File: config.mk
export PLATFORM = sky130hd
export DESIGN_NAME = tx_pend_sched
export DESIGN_NICKNAME = d
export VERILOG_FILES = /design/src/rtl/tcp_pkg.sv /design/src/rtl/tcp_misc_pkg.sv /design/src/rtl/tx_pend_flag_table.sv /design/src/rtl/tx_pend_sched.sv
export SDC_FILE = /design/constraint.sdc
export NUM_CORES = 1
export LEC_CHECK = 0
export CORE_MARGIN = 5
export CORE_UTILIZATION = 65
export DETAILED_ROUTE_END_ITERATION = 10
export PLACE_DENSITY_LB_ADDON = 0.12
export SYNTH_ARGS = -nofsm -noshare
export SYNTH_HDL_FRONTEND = slang
export SYNTH_SLANG_ARGS = --single-unit
File: constraint.sdc
create_clock -name clk -period 4.96 [get_ports clk]
set_input_delay 0.496 -clock clk [delete_from_list [all_inputs] [get_ports clk]]
set_output_delay 0.496 -clock clk [all_outputs]
set_load 0.03 [all_outputs]
File: src/rtl/tcp_pkg.sv
// Flow-count parameters shared across the TCP offload engines.
package tcp_pkg;

   localparam int unsigned MAX_TCP_FLOWS = 16;
   localparam int unsigned FLOWID_W      = $clog2(MAX_TCP_FLOWS);

endpackage

File: src/rtl/tcp_misc_pkg.sv
// Scheduler command format shared by the timeout engine, RX pipeline and TX scheduler.
package tcp_misc_pkg;
   import tcp_pkg::*;

   typedef enum logic [1:0] {
      SC_NOP   = 2'd0,
      SC_SET   = 2'd1,
      SC_CLEAR = 2'd2
   } sched_set_clear_e;

   typedef struct packed {
      logic [FLOWID_W-1:0] flowid;
      sched_set_clear_e    rt_pend_set_clear;
      sched_set_clear_e    ack_pend_set_clear;
      sched_set_clear_e    data_pend_set_clear;
   } sched_cmd_struct;

   // Encoding 2'd3 falls through to the hold case.
   function automatic logic sc_apply(input logic cur, input sched_set_clear_e sc);
      logic res;
      res = cur;
      if (sc == SC_SET) begin
         res = 1'b1;
      end else if (sc == SC_CLEAR) begin
         res = 1'b0;
      end
      return res;
   endfunction

endpackage

File: src/rtl/tx_pend_flag_table.sv
// Per-flow rt/ack/data pending flags with grant-clear < src1 < src0 update precedence.
module tx_pend_flag_table
   import tcp_misc_pkg::*;
#(
   parameter int unsigned NUM_FLOWS = tcp_pkg::MAX_TCP_FLOWS,
   parameter int unsigned FLOWID_W  = $clog2(NUM_FLOWS)
) (
   input  logic                clk,
   input  logic                rst,
   input  logic                src0_acc_i,
   input  sched_cmd_struct     src0_cmd_i,
   input  logic                src1_acc_i,
   input  sched_cmd_struct     src1_cmd_i,
   input  logic                gclr_i,
   input  logic [FLOWID_W-1:0] gclr_flowid_i,
   input  logic [2:0]          gclr_mask_i,
   input  logic [FLOWID_W-1:0] rd_idx_i,
   output logic [2:0]          rd_pend_c_o
);

   localparam int unsigned CMD_FLOWID_W = tcp_pkg::FLOWID_W;

   logic [NUM_FLOWS-1:0] rt_q, ack_q, data_q;
   logic [NUM_FLOWS-1:0] rt_d, ack_d, data_d;

   // Later assignments win, so apply sources in ascending priority.
   always_comb begin
      rt_d   = rt_q;
      ack_d  = ack_q;
      data_d = data_q;
      for (int unsigned i = 0; i < NUM_FLOWS; i++) begin
         if (gclr_i && (gclr_flowid_i == FLOWID_W'(i))) begin
            if (gclr_mask_i[2]) rt_d[i]   = 1'b0;
            if (gclr_mask_i[1]) ack_d[i]  = 1'b0;
            if (gclr_mask_i[0]) data_d[i] = 1'b0;
         end
         if (src1_acc_i && (src1_cmd_i.flowid == CMD_FLOWID_W'(i))) begin
            rt_d[i]   = sc_apply(rt_d[i],   src1_cmd_i.rt_pend_set_clear);
            ack_d[i]  = sc_apply(ack_d[i],  src1_cmd_i.ack_pend_set_clear);
            data_d[i] = sc_apply(data_d[i], src1_cmd_i.data_pend_set_clear);
         end
         if (src0_acc_i && (src0_cmd_i.flowid == CMD_FLOWID_W'(i))) begin
            rt_d[i]   = sc_apply(rt_d[i],   src0_cmd_i.rt_pend_set_clear);
            ack_d[i]  = sc_apply(ack_d[i],  src0_cmd_i.ack_pend_set_clear);
            data_d[i] = sc_apply(data_d[i], src0_cmd_i.data_pend_set_clear);
         end
      end
   end

   always_ff @(posedge clk) begin
      if (rst) begin
         rt_q   <= '0;
         ack_q  <= '0;
         data_q <= '0;
      end else begin
         rt_q   <= rt_d;
         ack_q  <= ack_d;
         data_q <= data_d;
      end
   end

   assign rd_pend_c_o = {rt_q[rd_idx_i], ack_q[rd_idx_i], data_q[rd_idx_i]};

endmodule

File: src/rtl/tx_pend_sched.sv
// Round-robin transmit scheduler: scans per-flow pending flags and offers one flow at a time.
module tx_pend_sched
   import tcp_misc_pkg::*;
#(
   parameter int unsigned NUM_FLOWS = tcp_pkg::MAX_TCP_FLOWS,
   parameter int unsigned FLOWID_W  = $clog2(NUM_FLOWS)
) (
   input  logic                clk,
   input  logic                rst,
   input  logic                src0_cmd_val,
   input  sched_cmd_struct     src0_cmd_data,
   output logic                src0_cmd_rdy,
   input  logic                src1_cmd_val,
   input  sched_cmd_struct     src1_cmd_data,
   output logic                src1_cmd_rdy,
   output logic                sched_tx_val,
   output logic [FLOWID_W-1:0] sched_tx_flowid,
   output logic [2:0]          sched_tx_pend,
   input  logic                sched_tx_rdy
);

   typedef enum logic {
      ST_SCAN  = 1'b0,
      ST_OFFER = 1'b1
   } sched_state_e;

   sched_state_e        state_q, state_d;
   logic [FLOWID_W-1:0] scan_idx_q, scan_idx_d;
   logic [FLOWID_W-1:0] flowid_q, flowid_d;
   logic [2:0]          pend_q, pend_d;
   logic                val_q, val_d;
   logic                cmd_rdy_q;
   logic                gclr_c;
   logic [2:0]          rd_pend_c;

   tx_pend_flag_table #(
      .NUM_FLOWS (NUM_FLOWS),
      .FLOWID_W  (FLOWID_W)
   ) u_flag_table (
      .clk           (clk),
      .rst           (rst),
      .src0_acc_i    (src0_cmd_val & cmd_rdy_q),
      .src0_cmd_i    (src0_cmd_data),
      .src1_acc_i    (src1_cmd_val & cmd_rdy_q),
      .src1_cmd_i    (src1_cmd_data),
      .gclr_i        (gclr_c),
      .gclr_flowid_i (flowid_q),
      .gclr_mask_i   (pend_q),
      .rd_idx_i      (scan_idx_q),
      .rd_pend_c_o   (rd_pend_c)
   );

   // The pointer stays on the offered flow until the grant so the next scan starts after it.
   always_comb begin
      state_d    = state_q;
      scan_idx_d = scan_idx_q;
      flowid_d   = flowid_q;
      pend_d     = pend_q;
      val_d      = val_q;
      gclr_c     = 1'b0;
      case (state_q)
         ST_SCAN: begin
            if (|rd_pend_c) begin
               flowid_d = scan_idx_q;
               pend_d   = rd_pend_c;
               val_d    = 1'b1;
               state_d  = ST_OFFER;
            end else begin
               scan_idx_d = scan_idx_q + FLOWID_W'(1);
            end
         end
         ST_OFFER: begin
            if (sched_tx_rdy) begin
               gclr_c     = 1'b1;
               val_d      = 1'b0;
               scan_idx_d = scan_idx_q + FLOWID_W'(1);
               state_d    = ST_SCAN;
            end
         end
         default: begin
            state_d = ST_SCAN;
            val_d   = 1'b0;
         end
      endcase
   end

   always_ff @(posedge clk) begin
      if (rst) begin
         state_q    <= ST_SCAN;
         scan_idx_q <= '0;
         flowid_q   <= '0;
         pend_q     <= '0;
         val_q      <= 1'b0;
         cmd_rdy_q  <= 1'b0;
      end else begin
         state_q    <= state_d;
         scan_idx_q <= scan_idx_d;
         flowid_q   <= flowid_d;
         pend_q     <= pend_d;
         val_q      <= val_d;
         cmd_rdy_q  <= 1'b1;
      end
   end

   assign src0_cmd_rdy    = cmd_rdy_q;
   assign src1_cmd_rdy    = cmd_rdy_q;
   assign sched_tx_val    = val_q;
   assign sched_tx_flowid = flowid_q;
   assign sched_tx_pend   = pend_q;

endmodule
==> run_results.csv <==
group,metric,value,unit
outcome,status,"finished clean",
placed_design,placedInstanceArea,5175,um^2
final_layout,layout_cells_sized_above_1,0.07175,
synth,yosys.cell_types.count,51,
worst_hold_path,worst_hold_path_type,"reg -> reg",
power,switching_share_of_total_power,0.3944,
placed_design,place_inst,752,
die,floorplan.die_area,9413,um^2
die,chipWidth,97.02,um
placed_design,gp_routability_congestion,0.9756,
route,dr_drc_count,0,
die,die_h,97.02,um
synth,synth_ff_type,"dfxtp_1",
clocking,post-cts-setup-buffer-count,0,
worst_setup_path,timing.setup.critical_path_class,"in -> reg",
power,power.combinational.fraction,0.404,
power,power_share_of_the_clock_group,0.218,
placed_design,place.port_buffers,34,
synth,ys_seq_elements,62,
synth,postSynthCellCount,665,
power,power.ir.vdd_worst,194.7,uV
timing,timing.slew.headroom,0.09715,
timing,post_route_skew,0.007208,ns
grt,largest_net_degree_at_the_start_of_global_routing,37,
timing,tns,0,ns
timing,worst_hold_slack,0.5447,ns
power,power_leakage,1.673,nW
route,drt-vias-per-instance,7.497,
placed_design,dp_hpwl,12460,um
synth,synth-edff-count,0,
die,row_count,31,
grt,grt.overflow.total,0,
timing,post-route-worst-setup-slack,1.990,ns
clocking,post_cts.resized_instances,0,
clocking,clkSlewWorstSetupHoldPaths,0.07,ns
route,detail_route.iter0.violations,986,
timing,worst_pin_slew,1.351,ns
grt,first_global_vias,5276,
timing,rsz0062_at_grt,"false",
clocking,cts_inserted_buffers,9,
final_layout,nNetsFinal,690,
route,routed-via-count,5758,
synth,seq_area_frac_synth,0.2522,
clocking,cts_hold_repair.buffers,0,
synth,synthTopCellsByCount,"nand2_1 (118), nor2_1 (118), dfxtp_1 (62)",
synth,synth_largest_area_cell,"dfxtp_1",
timing,final-setup-viol-count,0,
synth,netlist.area_leader.share,0.2522,
worst_setup_path,path_max_fanout,17,
clocking,bufs_on_longest_clock_path,2,
clocking,cts_num_sinks,62,
worst_setup_path,worst-endpoint-required,5.22,ns
power,net-switching-power,0.9112,mW
final_layout,final_core_util,0.7353,
grt,antenna_found_initial,0,
route,finalWirelength,17910,um
synth,ys_warn_count,0,
grt,grtUsageTotal,0.3704,
die,initial_utilization,0.6714,
timing,max_freq,336.7,MHz
final_layout,insertedDiodeCount,0,
die,coreArea,7331,um^2
final_layout,area.growth.synth_to_final,9.507,%
worst_setup_path,worst-endpoint-arrival,3.23,ns
final_layout,final_cell_area,5390,um^2
synth,mean_instance_size_in_the_synthesized_netlist,7.402,um^2
power,power_per_cell_area,428.6,nW/um^2
worst_setup_path,regToRegSetupSlack,2.07,ns
worst_setup_path,worst_setup_path_start_kind,"input pin",
clocking,insertion_delay,0.36,ns
clocking,htreeDepth,3,
timing,fin_crit_sh,0.5988,
route,dr_pass1_iterations,5,
route,wl_per_cell,23.32,um
clocking,tritoncts,"done",
timing,slew_viol_final,0,
power,post-layout-total-power,2.310,mW
placed_design,detailedPlace.worstSlack,1.741,ns
clocking,cts_root_buf,"clkbuf_8",
synth,yosys-top-cells-area,"dfxtp_1 (25%), nand2_1 (9.0%), nor2_1 (9.0%)",
synth,synth.cell_area,4922,um^2
final_layout,final-instance-count-excl-fill,768,
flow_run,maxCapViolations,0,
grt,global_route_wire_length_before_repair,28190,um
power,seq_power_share,0.378,
route,route.antenna.remaining_nets,0,
timing,hold_viol_final,0,
worst_setup_path,endpoint_kind,"flip-flop",
power,p_int,1.399,mW
synth,mappedNetlistNets,691,
die,pin_count,35,
synth,postSynth.asyncResetShare,0,
timing,timing.final.crit_period,2.970,ns
[critical path, cell delays in order]
cell and delay, ns:
clkdlybuf4s50_1 0.97, nor2b_1 1.13, a32o_1 0.23, a31oi_1 0.07, a21boi_0 0.15, o32ai_1 0.18
[state kept, by name, summed over array words and instances, names as in the netlist]
register	cells
src0_cmd_rdy	1
sched_tx_val	1
scan_idx_q	4
state_q	1
u_flag_table.data_q	16
u_flag_table.rt_q	16
sched_tx_flowid	4
u_flag_table.ack_q	16
sched_tx_pend	3
[area by class of cell]
class	instances	area (um^2)
multi-input cells	548	3418
clock inverters	4	70.07
flip-flops and latches	62	1241
fillers	587	1941
repair buffers	40	380.4
well taps	99	123.9
clock buffers	12	145.1
inverters	3	11.26
[per-layer routing]
metal  share of wire  GRT usage  up-vias
li1                -          -     2512
met1            0.37     0.4889     2640
met2            0.43     0.5472      515
met3            0.16     0.1281       91
met4           0.044     0.1577        0
met5               0          0        -
[power by group through the flow]
stage	Clock, mW	Sequential [mW]	Combinational, mW
detailed placement	0	0.865	0.909
global route	0.526	0.883	1.01
CTS	0.504	0.854	0.916
floorplan	0	0.767	0.808
global placement	0	0.860	0.878
finish	0.505	0.873	0.933
[cells by family after synthesis]
family                     Yosys count  share of synthesized area
AOI/OAI and AO/OA                  216                     0.3523
adders and majority gates            1                   0.002542
buffers and inverters               55                    0.05338
DFF                                 62                     0.2522
muxes                               18                    0.05923
and+or+nand+nor                    313                     0.2804
[layout by cell type (no fill, tap or decap), types with 13 or more instances in the layout]
cell	synthesis	routed
nor2_1	118	118
nand2_1	118	118
a31oi_1	35	35
a21oi_1	17	17
o32ai_1	38	38
a32o_1	24	24
nor2b_1	13	13
dfxtp_1	62	62
nand3_1	18	18
clkdlybuf4s50_1	0	33
nor3_1	14	14
a32oi_1	24	24
a21boi_0	56	56
[worst paths after layout]
check / from / end / depth (start not counted)
setup reg to reg: scan_idx_q[0] / scan_idx_q[2] / 7
setup / recovery: src1_cmd_data[2] / u_flag_table.ack_q[6] / 6
hold / removal: sched_tx_val / sched_tx_val / 2
hold reg to reg: sched_tx_val / sched_tx_val / 2
(Power assumes the default switching activity.)
